===== src/rtl/bus_pkg.sv =====
// Shared types for the pin-side bus cycle unit: machine-cycle codes, T-states,
// status encodings and small decode helpers.
package bus_pkg;

  typedef enum logic [2:0] {
    McFetch = 3'b000,
    McMemRd = 3'b001,
    McMemWr = 3'b010,
    McIoRd  = 3'b011,
    McIoWr  = 3'b100
  } mc_type_e;

  typedef enum logic [2:0] {
    StIdle,
    StT1,
    StT2,
    StTw,
    StT3,
    StT4
  } t_state_e;

  // {s1, s0}
  localparam logic [1:0] StatusFetch = 2'b11;
  localparam logic [1:0] StatusRead  = 2'b10;
  localparam logic [1:0] StatusWrite = 2'b01;

  function automatic logic mc_valid(input logic [2:0] t);
    return t <= 3'b100;
  endfunction

  function automatic logic mc_is_write(input logic [2:0] t);
    return (t == McMemWr) || (t == McIoWr);
  endfunction

  function automatic logic mc_is_io(input logic [2:0] t);
    return (t == McIoRd) || (t == McIoWr);
  endfunction

  function automatic logic [1:0] mc_status(input logic [2:0] t);
    logic [1:0] s;
    s = StatusRead;
    if (t == McFetch) s = StatusFetch;
    else if (mc_is_write(t)) s = StatusWrite;
    return s;
  endfunction

endpackage


===== src/rtl/bus_cycle_unit_if.sv =====
// Sequencer request channel plus 8085-style multiplexed pin bus.
// master = sequencer/pin environment, slave = bus_cycle_unit.
interface bus_cycle_unit_if;
  logic        req;
  logic        req_rdy;
  logic [2:0]  mc_type;
  logic [15:0] addr;
  logic [7:0]  wdata;
  logic        ready;
  logic [7:0]  ad_in;
  logic [7:0]  ad_out;
  logic        ad_oe;
  logic [7:0]  a_hi;
  logic        ale;
  logic        rd_n;
  logic        wr_n;
  logic        iom_n;
  logic        s1;
  logic        s0;
  logic [7:0]  rdata;
  logic        done;
  logic        bus_err;

  modport master (
    output req, mc_type, addr, wdata, ready, ad_in,
    input  req_rdy, ad_out, ad_oe, a_hi, ale, rd_n, wr_n, iom_n, s1, s0, rdata, done, bus_err
  );

  modport slave (
    input  req, mc_type, addr, wdata, ready, ad_in,
    output req_rdy, ad_out, ad_oe, a_hi, ale, rd_n, wr_n, iom_n, s1, s0, rdata, done, bus_err
  );
endinterface


===== src/rtl/bus_cycle_unit.sv =====
// Sequences one machine cycle at a time through T1/T2/TW/T3(/T4) on the
// multiplexed bus and returns read data to the decoder.
module bus_cycle_unit
  import bus_pkg::*;
#(
  parameter int unsigned MAX_WAIT = 0
) (
  input  logic              clk,
  input  logic              reset,
  bus_cycle_unit_if.slave   bus
);

  localparam int unsigned WaitW = (MAX_WAIT > 0) ? $clog2(MAX_WAIT + 1) : 1;
  localparam logic [WaitW-1:0] WaitLast =
    WaitW'((MAX_WAIT > 0) ? MAX_WAIT - 32'd1 : 32'd0);

  t_state_e         state_q, state_d;
  mc_type_e         type_q, type_d;
  logic [15:0]      addr_q, addr_d;
  logic [7:0]       wdata_q, wdata_d;
  logic [WaitW-1:0] wait_q, wait_d;
  logic [7:0]       rdata_q, rdata_d;
  logic             bus_err_q, bus_err_d;
  logic [7:0]       a_hi_q, a_hi_d;
  logic             iom_n_q, iom_n_d;
  logic [1:0]       status_q, status_d;

  logic       is_write, is_fetch, last_state, accept;
  logic       ale, ad_oe, rd_n, wr_n, done;
  logic [7:0] ad_out;

  assign is_write   = mc_is_write(type_q);
  assign is_fetch   = (type_q == McFetch);
  // Final T-state of a cycle also accepts, giving back-to-back cycles.
  assign last_state = (state_q == StIdle) || (state_q == StT4) ||
                      ((state_q == StT3) && !is_fetch);
  assign accept     = bus.req && last_state && mc_valid(bus.mc_type);

  always_comb begin
    state_d   = state_q;
    type_d    = type_q;
    addr_d    = addr_q;
    wdata_d   = wdata_q;
    wait_d    = wait_q;
    rdata_d   = rdata_q;
    bus_err_d = 1'b0;
    a_hi_d    = a_hi_q;
    iom_n_d   = iom_n_q;
    status_d  = status_q;

    unique case (state_q)
      StT1: state_d = StT2;
      StT2: begin
        wait_d  = '0;
        state_d = bus.ready ? StT3 : StTw;
      end
      StTw: begin
        if (bus.ready) begin
          state_d = StT3;
        end else if ((MAX_WAIT != 0) && (wait_q == WaitLast)) begin
          state_d   = StIdle;
          bus_err_d = 1'b1;
        end else begin
          wait_d = wait_q + 1'b1;
        end
      end
      StT3: begin
        if (!is_write) rdata_d = bus.ad_in;
        state_d = is_fetch ? StT4 : StIdle;
      end
      default: state_d = StIdle;
    endcase

    if (accept) begin
      state_d  = StT1;
      type_d   = mc_type_e'(bus.mc_type);
      addr_d   = bus.addr;
      wdata_d  = bus.wdata;
      a_hi_d   = bus.addr[15:8];
      iom_n_d  = mc_is_io(bus.mc_type);
      status_d = mc_status(bus.mc_type);
    end
  end

  always_comb begin
    ale    = 1'b0;
    ad_oe  = 1'b0;
    ad_out = 8'h00;
    rd_n   = 1'b1;
    wr_n   = 1'b1;
    done   = 1'b0;
    unique case (state_q)
      StT1: begin
        ale    = 1'b1;
        ad_oe  = 1'b1;
        ad_out = addr_q[7:0];
      end
      StT2, StTw, StT3: begin
        if (is_write) begin
          ad_oe  = 1'b1;
          ad_out = wdata_q;
          wr_n   = 1'b0;
        end else begin
          rd_n = 1'b0;
        end
        done = (state_q == StT3) && !is_fetch;
      end
      StT4:    done = 1'b1;
      default: ;
    endcase
  end

  always_ff @(posedge clk) begin
    if (reset) begin
      state_q   <= StIdle;
      type_q    <= McFetch;
      addr_q    <= '0;
      wdata_q   <= '0;
      wait_q    <= '0;
      rdata_q   <= '0;
      bus_err_q <= 1'b0;
      a_hi_q    <= '0;
      iom_n_q   <= 1'b0;
      status_q  <= '0;
    end else begin
      state_q   <= state_d;
      type_q    <= type_d;
      addr_q    <= addr_d;
      wdata_q   <= wdata_d;
      wait_q    <= wait_d;
      rdata_q   <= rdata_d;
      bus_err_q <= bus_err_d;
      a_hi_q    <= a_hi_d;
      iom_n_q   <= iom_n_d;
      status_q  <= status_d;
    end
  end

  assign bus.req_rdy = last_state;
  assign bus.ale     = ale;
  assign bus.ad_oe   = ad_oe;
  assign bus.ad_out  = ad_out;
  assign bus.rd_n    = rd_n;
  assign bus.wr_n    = wr_n;
  assign bus.done    = done;
  assign bus.a_hi    = a_hi_q;
  assign bus.iom_n   = iom_n_q;
  assign bus.s1      = status_q[1];
  assign bus.s0      = status_q[0];
  assign bus.rdata   = rdata_q;
  assign bus.bus_err = bus_err_q;

endmodule


===== src/flat_wrapper.sv =====
// flat-port wrapper written by rule: the top's interface ports become plain ports
module bus_cycle_unit_flat import bus_pkg::*;
#(
  parameter int unsigned MAX_WAIT = 0
)
  (clk, reset, bus_req, bus_mc_type, bus_addr, bus_wdata, bus_ready, bus_ad_in, bus_req_rdy, bus_ad_out, bus_ad_oe, bus_a_hi, bus_ale, bus_rd_n, bus_wr_n, bus_iom_n, bus_s1, bus_s0, bus_rdata, bus_done, bus_bus_err);
  bus_cycle_unit_if bus_i ();
  input  logic clk;
  input  logic reset;
  input wire logic [$bits(bus_i.req)-1:0] bus_req;
  input wire logic [$bits(bus_i.mc_type)-1:0] bus_mc_type;
  input wire logic [$bits(bus_i.addr)-1:0] bus_addr;
  input wire logic [$bits(bus_i.wdata)-1:0] bus_wdata;
  input wire logic [$bits(bus_i.ready)-1:0] bus_ready;
  input wire logic [$bits(bus_i.ad_in)-1:0] bus_ad_in;
  output wire logic [$bits(bus_i.req_rdy)-1:0] bus_req_rdy;
  output wire logic [$bits(bus_i.ad_out)-1:0] bus_ad_out;
  output wire logic [$bits(bus_i.ad_oe)-1:0] bus_ad_oe;
  output wire logic [$bits(bus_i.a_hi)-1:0] bus_a_hi;
  output wire logic [$bits(bus_i.ale)-1:0] bus_ale;
  output wire logic [$bits(bus_i.rd_n)-1:0] bus_rd_n;
  output wire logic [$bits(bus_i.wr_n)-1:0] bus_wr_n;
  output wire logic [$bits(bus_i.iom_n)-1:0] bus_iom_n;
  output wire logic [$bits(bus_i.s1)-1:0] bus_s1;
  output wire logic [$bits(bus_i.s0)-1:0] bus_s0;
  output wire logic [$bits(bus_i.rdata)-1:0] bus_rdata;
  output wire logic [$bits(bus_i.done)-1:0] bus_done;
  output wire logic [$bits(bus_i.bus_err)-1:0] bus_bus_err;
  assign bus_i.req = bus_req;
  assign bus_i.mc_type = bus_mc_type;
  assign bus_i.addr = bus_addr;
  assign bus_i.wdata = bus_wdata;
  assign bus_i.ready = bus_ready;
  assign bus_i.ad_in = bus_ad_in;
  assign bus_req_rdy = bus_i.req_rdy;
  assign bus_ad_out = bus_i.ad_out;
  assign bus_ad_oe = bus_i.ad_oe;
  assign bus_a_hi = bus_i.a_hi;
  assign bus_ale = bus_i.ale;
  assign bus_rd_n = bus_i.rd_n;
  assign bus_wr_n = bus_i.wr_n;
  assign bus_iom_n = bus_i.iom_n;
  assign bus_s1 = bus_i.s1;
  assign bus_s0 = bus_i.s0;
  assign bus_rdata = bus_i.rdata;
  assign bus_done = bus_i.done;
  assign bus_bus_err = bus_i.bus_err;
  bus_cycle_unit #(.MAX_WAIT(MAX_WAIT)) u_core (.clk(clk), .reset(reset), .bus(bus_i));
endmodule

===== config.mk =====
export PLATFORM = sky130hd
export DESIGN_NAME = bus_cycle_unit_flat
export DESIGN_NICKNAME = d
export VERILOG_FILES = /design/src/rtl/bus_pkg.sv /design/src/rtl/bus_cycle_unit_if.sv /design/src/rtl/bus_cycle_unit.sv /design/src/flat_wrapper.sv
export SDC_FILE = /design/constraint.sdc
export NUM_CORES = 1
export LEC_CHECK = 0
export CAP_MARGIN = 30
export CORE_ASPECT_RATIO = 1.1
export CORE_MARGIN = 2
export CORE_UTILIZATION = 33
export CTS_CLUSTER_SIZE = 8
export DETAILED_ROUTE_END_ITERATION = 8
export GPL_ROUTABILITY_DRIVEN = 1
export PLACE_DENSITY_LB_ADDON = 0.1
export RECOVER_POWER = 100
export SLEW_MARGIN = 30
export SYNTH_ARGS = -nofsm -noshare
export SYNTH_HDL_FRONTEND = slang
export SYNTH_SLANG_ARGS = --single-unit

===== constraint.sdc =====
create_clock -name clk -period 2.42 [get_ports clk]
set_input_delay 0.363 -clock clk [delete_from_list [all_inputs] [get_ports clk]]
set_output_delay 0.363 -clock clk [all_outputs]
set_load 0.01 [all_outputs]

Word-level counts from Yosys, hierarchy flattened --
Cells that the tools add are included.
Operators by class: bitwise logic cells 1, equal/unequal tests 12, multiplexer cells 16, magnitude comparators 1, reductions and logical operators 15
Operators by type and width (count):
- case mux 8 bit (2 select lines) | 1
- == test 3 x 2 -> 1 bit, second input constant | 5
- == test 3 bit, second input constant | 4
- case mux 3 bit (4 select lines) | 1
- logical NOT 3 bit | 3
- 2-to-1 mux 3 bit | 3
- 2-to-1 mux 8 bit | 1
- 2-to-1 mux 1 bit | 6
- logical OR 1 bit | 5
- 2-to-1 mux 2 bit | 2
- case mux 1 bit (2 select lines) | 2
- == test 3 x 1 -> 1 bit, second input constant | 1
- less-or-equal comparator 3 bit, second input constant | 1
- logical AND 1 bit | 3
- != test 3 x 2 -> 1 bit, second input constant | 1
- OR reduction 3 bit | 1
- != test 2 bit, second input constant | 1
- AND reduction 2 bit | 1
- OR reduction 2 bit | 1
- logical NOT 1 bit | 1
- NOT 1 bit | 1
Storage, ports and cells: bits in registers 41

Longest topological paths before layout --
Gate-level depths: netlist of run 1.
word-level depth 7, gate-level depth with buffers 8, mapped depth without buffers 5

Least setup slack after synthesis of run 1 --
Ideal clock, no wire load.
kind register -> output, start register u_core.state_q[2], end output port bus_ad_out[0], stages on the path, launching flop included 6, arrival 1.290 ns, required time 2.057 ns, path slack 0.767 ns, path buffers 1, path through dfxtp_1 > clkbuf_2 > nor2b_1 > a21oi_1 > nor3_2 > a22o_1
On the way: word-level cells in the longest chain between the ends 3
Ends and longest elaborated chain:
- from (decl) | line bus_cycle_unit.sv:17 | t_state_e state_q, state_d;
- from (signal assigned) | line bus_cycle_unit.sv:115 | state_q <= StIdle;
- from (signal assigned) | line bus_cycle_unit.sv:126 | state_q <= state_d;
- == test 3 x 2 -> 1 bit, or another cell as far along | line bus_cycle_unit.sv:92 | unique case (state_q)
- OR reduction 3 bit | line bus_cycle_unit.sv:92
- case mux 8 bit (2 select lines) (*) | line bus_cycle_unit.sv:92
- to (decl) | line flat_wrapper.sv:17 | output wire logic [$bits(bus_i.ad_out)-1:0] bus_ad_out;
Mark *: on every way between the ends. The rest lies on a longest branch, timed or not.

Worst setup path after layout of run 1 --
start register u_core.state_q[1], end output port bus_ad_out[7]
Same word-level chain as after synthesis.

==> flow_summary_export.csv, run 1 <==
group,metric,value,unit
grt,grt_use_total,0.167,
floorplanning,ios,73,
detailed_routing,wl,4.71,mm
sta,fin_skew,6.42,ps
clock_network,cts_tree,"built",
worst_setup_path,worst_ep_arrival_time,1950,ps
floorplanning,start_util,0.347,
clock_network,clkLatencyLatePin,290,ps
clock_network,cts_buffers,5,
min_path,min_from,"u_core.bus.a_hi[0]",
worst_setup_path,worstSetupStartpointType,"flop",
flow_run,maxCapViolations,0,
synthesis,synth_top_cell_by_area,"dfxtp_1",
power_and_ir_drop,power.total,1540,uW
synthesis,synth_cells,201,
place,gp_congestion,0.715,
worst_setup_path,critPathLaunch,"u_core.state_q[1]",
detailed_routing,ant_nets,0,
place,place_inst,334,
worst_setup_path,critPathMaxStageDelay,530,ps
final_layout,final_nets,308,
grt,grt.overflow.total,0,
sta,relSlewSlack,0.348,
worst_setup_path,cp_cell_sequence,"nor2b_4 -> a21oi_2 -> nor3_2 -> buf_4 -> a22o_1 -> clkdlybuf4s50_1",
synthesis,syn-num-nets,240,
synthesis,avgSynthCellArea,8.80,um2
sta,max_freq,432,MHz
worst_setup_path,timing.rr.start,"u_core.state_q[0]",
clock_network,cts.clk_slew.worst_paths,80,ps
worst_setup_path,cpMaxStageDelayCell,"clkdlybuf4s50_1",
worst_setup_path,worstSetupPathType,"flop to output pin",
detailed_routing,drcViolationCount,0,
sta,drv_slew,0,
sta,hold_violations,0,
final_layout,final_cells,342,
synthesis,ys.warnings.count,0,
sta,final-setup-viol-count,0,
place,portBuffers,71,
final_layout,syn2layout_area_growth,46.9,%
worst_setup_path,cp_max_fo,10,
clock_network,clock-sinks,41,
detailed_routing,first_pass_iters,4,
worst_setup_path,critPathCaptureType,"output pin",
power_and_ir_drop,power_density,594,nW/um2
floorplanning,dieArea,5960,um2
place,hpwl,3.14,mm
worst_setup_path,cp.required,2060,ps
status,status,"complete, no violations",
floorplanning,die_w,73.8,um
detailed_routing,num_vias,1699,
floorplanning,num_rows,27,
synthesis,synthTopCellsByArea,"dfxtp_1, a21oi_1, o21ai_0",
power_and_ir_drop,leakagePower,0.00103,uW
synthesis,synth-seq-cells,41,
sta,period_needed,2310,ps
grt,grt_max_degree,32,
clock_network,cts_max_path_buffers,2,
sta,rsz0062_at_grt,"no",
synthesis,ys_seq_area_frac,0.464,
sta,tns,0,ps
final_layout,final_common_cell,"clkdlybuf4s50_1",
clock_network,root_buffer,"clkbuf_8",
grt,grt_pass1_wl,7.73,mm
worst_setup_path,crit_family,"buffers and inverters",
detailed_routing,wire_per_inst,13.8,um
floorplanning,coreArea,5100,um2
final_layout,antenna_cells,0,
min_path,hold_class,"flop to flop",
grt,grt_pass1_vias,1652,
worst_setup_path,path_buf_inv,2,
final_layout,final_cell_mix,"clkdlybuf4s50_1, dfxtp_1, a21oi_1",
detailed_routing,drt_iter0_markers,91,
synthesis,synth_area,1770,um2
grt,grt_antenna_before_repair,0,
final_layout,drive_gt1_frac,0.0963,
detailed_routing,vias_per_cell,4.97,
synthesis,synth.distinct_cells,35,
sta,min_period_over_period,0.956,
sta,worst_pin_slew,974,ps
floorplanning,die_height,80.8,um
clock_network,htreeDepth,2,
synthesis,synth_top_area_frac,0.464,
power_and_ir_drop,ir_drop,0.000337,V
## final cells by class
type                            count  area (um2)
Sequential cell                    41         825
Clock inverter                      2        10.0
Multi-Input combinational cell    139         813
Inverter                            2        12.5
Timing Repair Buffer               80         776
Fill cell                         507        2500
Tap cell                           72        90.1
Clock buffer                        6        72.6
## synthesized netlist by cell type, drive strengths merged
master	number
a2111oi	1
nand2	3
nor3b	1
a31oi	1
nor2	11
inv	1
a211oi	3
a22o	8
nand2b	1
nand3	27
clkinv	1
clkbuf	12
a211o	1
a21oi	33
nor2b	3
o211ai	1
nand3b	1
nor4	1
mux2i	8
o21ai	28
buf	7
nor3	1
dfxtp	41
or2	1
conb	1
o21bai	1
xnor2	2
and2	1
## worst reg2reg max path, stage by stage (launching register included)
cell and delay, ps:
dfxtp_2 340, nor4_1 490, a211o_1 270, clkinv_4 60, clkbuf_2 400, a21oi_1 310, a211oi_2 60
## sequential cells by signal, summed over array words and instances, names as in the netlist
signal / cells
u_core.addr_q: 8
u_core.state_q: 3
u_core.bus.rdata: 8
u_core.bus.a_hi: 8
u_core.wdata_q: 8
u_core.bus.iom_n: 1
u_core.type_q: 3
u_core.status_q: 2
## metal layers
metal	track usage	up-vias	routed length [um]
li1	-	858	-
met1	0.206	783	2120
met2	0.281	52	2220
met3	0.0533	6	321
met4	0.0436	0	50
met5	0	-	0
## through the flow
step,instance area [um2],hold WS [ps],worst slack [ps],utilization
2_1_floorplan,1770,454,767,-
6_report,2600,473,106,0.509
5_1_grt,2600,490,1.99,0.509
3_3_place_gp,2520,460,351,0.495
3_5_place_dp,2520,467,279,0.495
4_1_cts,2610,478,16.3,0.512
## what timing repair did
item | CTS | global route
endpoints found under the setup margin | 9 | 9
hold buffers | 0 | 0
gates cloned | 0 | 0
resized for setup | 3 | 5
setup buffers | 0 | 0
## power breakdown
| group | total, uW | leakage (uW) | internal [uW] | switching [uW] |
|---|---|---|---|---|
| Combinational | 368 | 0.000645 | 176 | 193 |
| Sequential | 748 | 0.000336 | 721 | 27.3 |
| Clock | 426 | 0.0000450 | 200 | 227 |
## kinds of logic after synthesis
logic type	after synthesis	share of synthesized area
other	1	0.00212
AOI/OAI and AO/OA	77	0.255
buffers and inverters	21	0.0707
xor gates and xnor gates	2	0.00990
muxes	8	0.0453
and+or+nand+nor	51	0.153
DFF	41	0.464
## path summary, 6_finish.rpt
kind,to,slack [ps],cells past startpoint
setup / recovery,bus_ad_out[7],110,6
hold / removal,u_core.bus.a_hi[0],470,2
setup reg to reg,u_core.status_q[0],380,6
hold reg to reg,u_core.bus.a_hi[0],470,2
Note: power is estimated with default switching activity, not from simulation.
==> run 2, diff against run 1 <==
- CORE_UTILIZATION: 33 -> 46
==> flow_summary_export.csv, run 2 (synthesis gave the netlist of run 1 again) <==
group,metric,value,unit
status,status,"complete, no violations",
min_path,hold_class,"flop to flop",
worst_setup_path,cp.required,2060,ps
final_layout,multi_input_area,827,um2
worst_setup_path,rr_worst_depth,6,
detailed_routing,wire_per_inst,14.2,um
clock_network,clock-sinks,41,
place,portBuffers,71,
power_and_ir_drop,combPwrFrac,0.232,
worst_setup_path,worst_ep_arrival_time,1990,ps
worst_setup_path,worstSetupStartpointType,"flop",
min_path,whs_path_depth,2,
floorplanning,start_util,0.484,
worst_setup_path,cp_max_fo,7,
clock_network,clkLatencyLatePin,290,ps
final_layout,drive_gt1_frac,0.116,
floorplanning,ios,73,
sta,worst_pin_slew,854,ps
clock_network,cts.clk_slew.worst_paths,70,ps
power_and_ir_drop,pwr-share-clk,0.301,
place,dpl-instance-area,2500,um2
clock_network,cts_buffers,5,
floorplanning,die_w,63.1,um
worst_setup_path,critPathCaptureType,"output pin",
detailed_routing,vias_per_cell,5.30,
floorplanning,dieArea,4360,um2
grt,grt_use_total,0.211,
clock_network,root_buffer,"clkbuf_8",
worst_setup_path,cpMaxStageDelayCell,"clkdlybuf4s50_1",
worst_setup_path,path_depth,6,
worst_setup_path,worstSetupPathType,"flop to output pin",
sta,hold_violations,0,
grt,grt_antenna_before_repair,0,
detailed_routing,ant_nets,0,
place,hpwl,3.13,mm
worst_setup_path,crit_family,"buffers and inverters",
final_layout,post-route-util,0.726,
final_layout,antenna_cells,0,
detailed_routing,num_vias,1723,
final_layout,final_cell_mix,"clkdlybuf4s50_1, dfxtp_1, a21oi_1",
sta,holdWs,469,ps
worst_setup_path,cp_cell_sequence,"nor2b_4 -> a21oi_1 -> nor3_2 -> buf_4 -> a22o_1 -> clkdlybuf4s50_1",
power_and_ir_drop,netSwitchingPower,449,uW
final_layout,final_nets,313,
sta,final-setup-viol-count,0,
clock_network,cts_tree,"built",
sta,min_period_over_period,0.973,
sta,relSlewSlack,0.431,
grt,grt_max_degree,32,
power_and_ir_drop,ir_drop,0.000393,V
clock_network,htreeDepth,2,
floorplanning,die_height,69.0,um
sta,period_needed,2360,ps
detailed_routing,first_pass_iters,4,
detailed_routing,drcViolationCount,0,
place,gp_congestion,0.756,
sta,max_freq,425,MHz
final_layout,final_cells,325,
flow_run,maxCapViolations,0,
final_layout,postLayoutCellArea,2650,um2
clock_network,hold_buffers,0,
power_and_ir_drop,leakagePower,0.00117,uW
final_layout,final_common_cell,"clkdlybuf4s50_1",
final_layout,fillers,318,
detailed_routing,drt_iter0_markers,131,
final_layout,regArea,827,um2
power_and_ir_drop,p_seq_frac,0.467,
detailed_routing,wl,4.63,mm
power_and_ir_drop,intPower,1160,uW
worst_setup_path,critPathMaxStageDelay,520,ps
worst_setup_path,path_buf_inv,2,
grt,grt_pass1_wl,7.29,mm
sta,fin_skew,4.89,ps
grt,grt.overflow.total,0,
clock_network,cts_max_path_buffers,2,
grt,grt_pass1_vias,1567,
floorplanning,coreArea,3650,um2
final_layout,syn2layout_area_growth,49.9,%
floorplanning,num_rows,23,
power_and_ir_drop,power_density,605,nW/um2
sta,drv_slew,0,
power_and_ir_drop,swShare,0.279,
place,place_inst,313,
run 2: cell types whose count changed in the layout (fill, tap and decap cells not counted), sizes merged:
cell,delta
dlymetal6s2s,+6
clkbuf,+3
clkdlybuf4s50,-7
clkdlybuf4s25,+1
buf,+3
clkinv,-1
run 2: through the flow:
stage               setup WS [ps]  setup TNS [ps]  power (uW)
floorplan                     767               0         988
global placement              310               0        1140
detailed placement            244               0        1140
CTS                        0.0469               0        1630
global route               -0.661          -0.661        1680
finish                       64.8               0        1610
run 2: layer usage:
metal / vias to the layer above / GRT usage / part of all wire
met3: 10 / 0.0538 / 0.050
li1: 868 / - / -
met4: 0 / 0.0815 / 0.022
met5: - / 0 / 0
met1: 798 / 0.260 / 0.43
met2: 47 / 0.350 / 0.49
run 2: worst paths after layout:
check / start / endpoint / slack, ps
min reg2reg: u_core.bus.a_hi[0] / u_core.bus.a_hi[0] / 470
max reg2reg: u_core.type_q[2] / u_core.status_q[0] / 330
min: u_core.bus.a_hi[0] / u_core.bus.a_hi[0] / 470
max: u_core.state_q[1] / bus_ad_out[3] / 60
run 2: worst min-delay path, cell delays in order (launching register included):
cell	delay, ps
dfxtp_1	310
o21ai_0	60
a21oi_1	60
run 2: power groups by stage:
stage	sequential [uW]	clock, uW	combinational, uW
6_report	750	484	372
5_1_grt	756	521	405
4_1_cts	749	493	383
3_5_place_dp	765	0	380
3_3_place_gp	764	0	376
2_1_floorplan	767	0	221
run 2: repair_timing:
action | 4_1_cts | 5_1_grt
buffers inserted | 0 | 4
endpoints found under the setup margin | 8 | 9
pin swaps | 1 | 2
gates resized for setup | 1 | 15
run 2: final cells by class:
class,instances,area share
sequential,41,0.312
tap,50,0.0236
clock inverter,1,0.00189
clock buffer,7,0.0363
multi-input combinational,139,0.312
timing repair buffer,85,0.310
inverter,2,0.00472
==> run 3, diff against run 2 <==
- ABC_AREA: unset -> 1
- CORE_UTILIZATION: 46 -> 48
- HOLD_SLACK_MARGIN: unset -> 0.05
==> flow_summary_export.csv, run 3 <==
group,metric,value,unit
final_layout,final_cells,401,
grt,grt_pass1_vias,1720,
synthesis,synth_cells,282,
worst_setup_path,crit_top_cell,"nand2_1",
flow_run,maxCapViolations,0,
sta,relSlewSlack,0.609,
sta,period_needed,2250,ps
clock_network,cts_buffers,5,
detailed_routing,num_vias,1941,
clock_network,cts_max_path_buffers,2,
synthesis,ys_seq_area_frac,0.413,
detailed_routing,ant_nets,0,
synthesis,synth_edf_count,0,
sta,min_period_over_period,0.930,
clock_network,cts_tree,"built",
clock_network,htreeDepth,2,
sta,tns,0,ps
clock_network,hold_buffers,0,
final_layout,syn2layout_area_growth,41.1,%
synthesis,synthTopCellsByArea,"dfxtp_1, nand2_1, nor2_1",
floorplanning,dieArea,4670,um2
clock_network,root_buffer,"clkbuf_8",
synthesis,syn-num-nets,321,
min_path,hold_class,"flop to flop",
grt,grt_pass1_wl,7.36,mm
final_layout,postLayoutCellArea,2810,um2
detailed_routing,drt_iter0_markers,76,
synthesis,synth_top_area_frac,0.413,
grt,grt_max_degree,60,
clock_network,cts.clk_slew.worst_paths,80,ps
power_and_ir_drop,power_density,566,nW/um2
sta,hold_violations,0,
place,gp_congestion,0.790,
place,place_inst,393,
worst_setup_path,cp_max_fo,10,
sta,max_freq,444,MHz
worst_setup_path,cp.required,2060,ps
final_layout,drive_gt1_frac,0.0716,
synthesis,yosysMostFrequentCell,"nand2_1",
final_layout,final_cell_mix,"clkdlybuf4s50_1, nand2_1, nor2_1",
worst_setup_path,worstSetupPathType,"flop to output pin",
status,status,"complete, no violations",
detailed_routing,wl,4.40,mm
floorplanning,coreArea,3960,um2
synthesis,avgSynthCellArea,7.05,um2
worst_setup_path,path_buf_inv,2,
floorplanning,num_rows,24,
floorplanning,start_util,0.502,
worst_setup_path,worstSetupStartpointType,"flop",
power_and_ir_drop,leakagePower,0.00115,uW
worst_setup_path,cpMaxStageDelayCell,"clkdlybuf4s50_1",
worst_setup_path,critPathCaptureType,"output pin",
sta,final-setup-viol-count,0,
sta,drv_slew,0,
clock_network,clkLatencyLatePin,290,ps
final_layout,antenna_cells,0,
grt,grt.overflow.total,0,
sta,rsz0062_at_grt,"yes",
floorplanning,die_height,71.5,um
power_and_ir_drop,ir_drop,0.000348,V
place,portBuffers,71,
grt,grt_antenna_before_repair,0,
worst_setup_path,critPathMaxStageDelay,560,ps
clock_network,clock-sinks,41,
worst_setup_path,worst_ep_arrival_time,1890,ps
synthesis,synth.distinct_cells,23,
floorplanning,ios,73,
synthesis,ys.warnings.count,0,
final_layout,post-route-util,0.708,
synthesis,synth_commonest_cells,"nand2_1, nor2_1, dfxtp_1, a21oi_1, nand3b_1",
sta,worst_pin_slew,586,ps
power_and_ir_drop,power.total,1590,uW
sta,fin_skew,5.75,ps
synthesis,synth-seq-cells,41,
synthesis,synth-async-reset-ratio,0,
synthesis,synth_top_cell_by_area,"dfxtp_1",
detailed_routing,first_pass_iters,4,
floorplanning,die_w,65.4,um
detailed_routing,wire_per_inst,11.0,um
final_layout,final_common_cell,"clkdlybuf4s50_1",
grt,grt_use_total,0.200,
detailed_routing,drcViolationCount,0,
place,dpl-instance-area,2710,um2
synthesis,synth_ff_type,"dfxtp_1",
synthesis,synth_area,1990,um2
final_layout,final_nets,387,
place,hpwl,3.03,mm
detailed_routing,vias_per_cell,4.84,
worst_setup_path,crit_family,"buffers and inverters",
worst_setup_path,cp_cell_sequence,"inv_2 -> nand2_1 -> nand2_1 -> nand3_4 -> o21ai_0 -> clkdlybuf4s50_1",
[run 3: cell count changes after synthesis, sizes merged, moves of 9 or more]
cell    change
nand2      +55
nand3      -19
nand3b     +23
nor2       +45
o21ai      -11
inv        +23
clkbuf      -9
[run 3: final cells by class]
class	instances	area [um2]
Fill cell	338	1160
Multi-Input combinational cell	200	975
Sequential cell	41	822
Timing Repair Buffer	76	773
Inverter	24	90.1
Clock buffer	8	80.1
Tap cell	52	65.1
[run 3: logic make-up (layout without fill, tap and decap cells)]
group,Yosys count,after routing,share of synthesized area
AND/OR/NAND/NOR,149,149,0.351
AO/OA/AOI/OAI,50,50,0.128
flip-flops,41,41,0.413
buffers and inverters,41,108,0.107
other,1,1,0.00189
[run 3: repair_timing]
item	4_1_cts	5_1_grt
endpoints found under the setup margin	8	8
buffers inserted	0	0
resized for setup	1	4
[run 3: per-layer routing]
layer	GRT usage	up-vias	part of all wire
li1	-	1032	-
met1	0.231	846	0.44
met2	0.356	58	0.48
met3	0.0502	5	0.073
met4	0.0694	0	0.010
met5	0	-	0
[run 3: report_power, final]
| group | switching [uW] | leakage (uW) | internal (uW) |
|---|---|---|---|
| sequential | 31.6 | 0.000337 | 731 |
| clock | 219 | 0.0000395 | 205 |
| combinational | 202 | 0.000776 | 201 |
[run 3: path summary, 6_finish.rpt]
kind / startpoint / slack, ps / end / cells past startpoint
worst max-delay path: u_core.state_q[2] / 170 / bus_ad_out[7] / 6
worst min-delay path: u_core.bus.a_hi[6] / 490 / u_core.bus.a_hi[6] / 2
worst max register to register: u_core.state_q[0] / 750 / u_core.wdata_q[2] / 9
worst min register to register: u_core.bus.a_hi[6] / 490 / u_core.bus.a_hi[6] / 2
[run 3: tightest hold or removal path: stages, from the launching register on]
cell and delay, ps:
dfxtp_1 330, a21oi_1 40, nor2_1 80
[run 3: stage by stage]
step	worst slack (ps)	hold WS [ps]
5_1_grt	-3.93	511
3_3_place_gp	262	460
6_report	168	485
3_5_place_dp	215	471
4_1_cts	51.5	489
2_1_floorplan	880	432
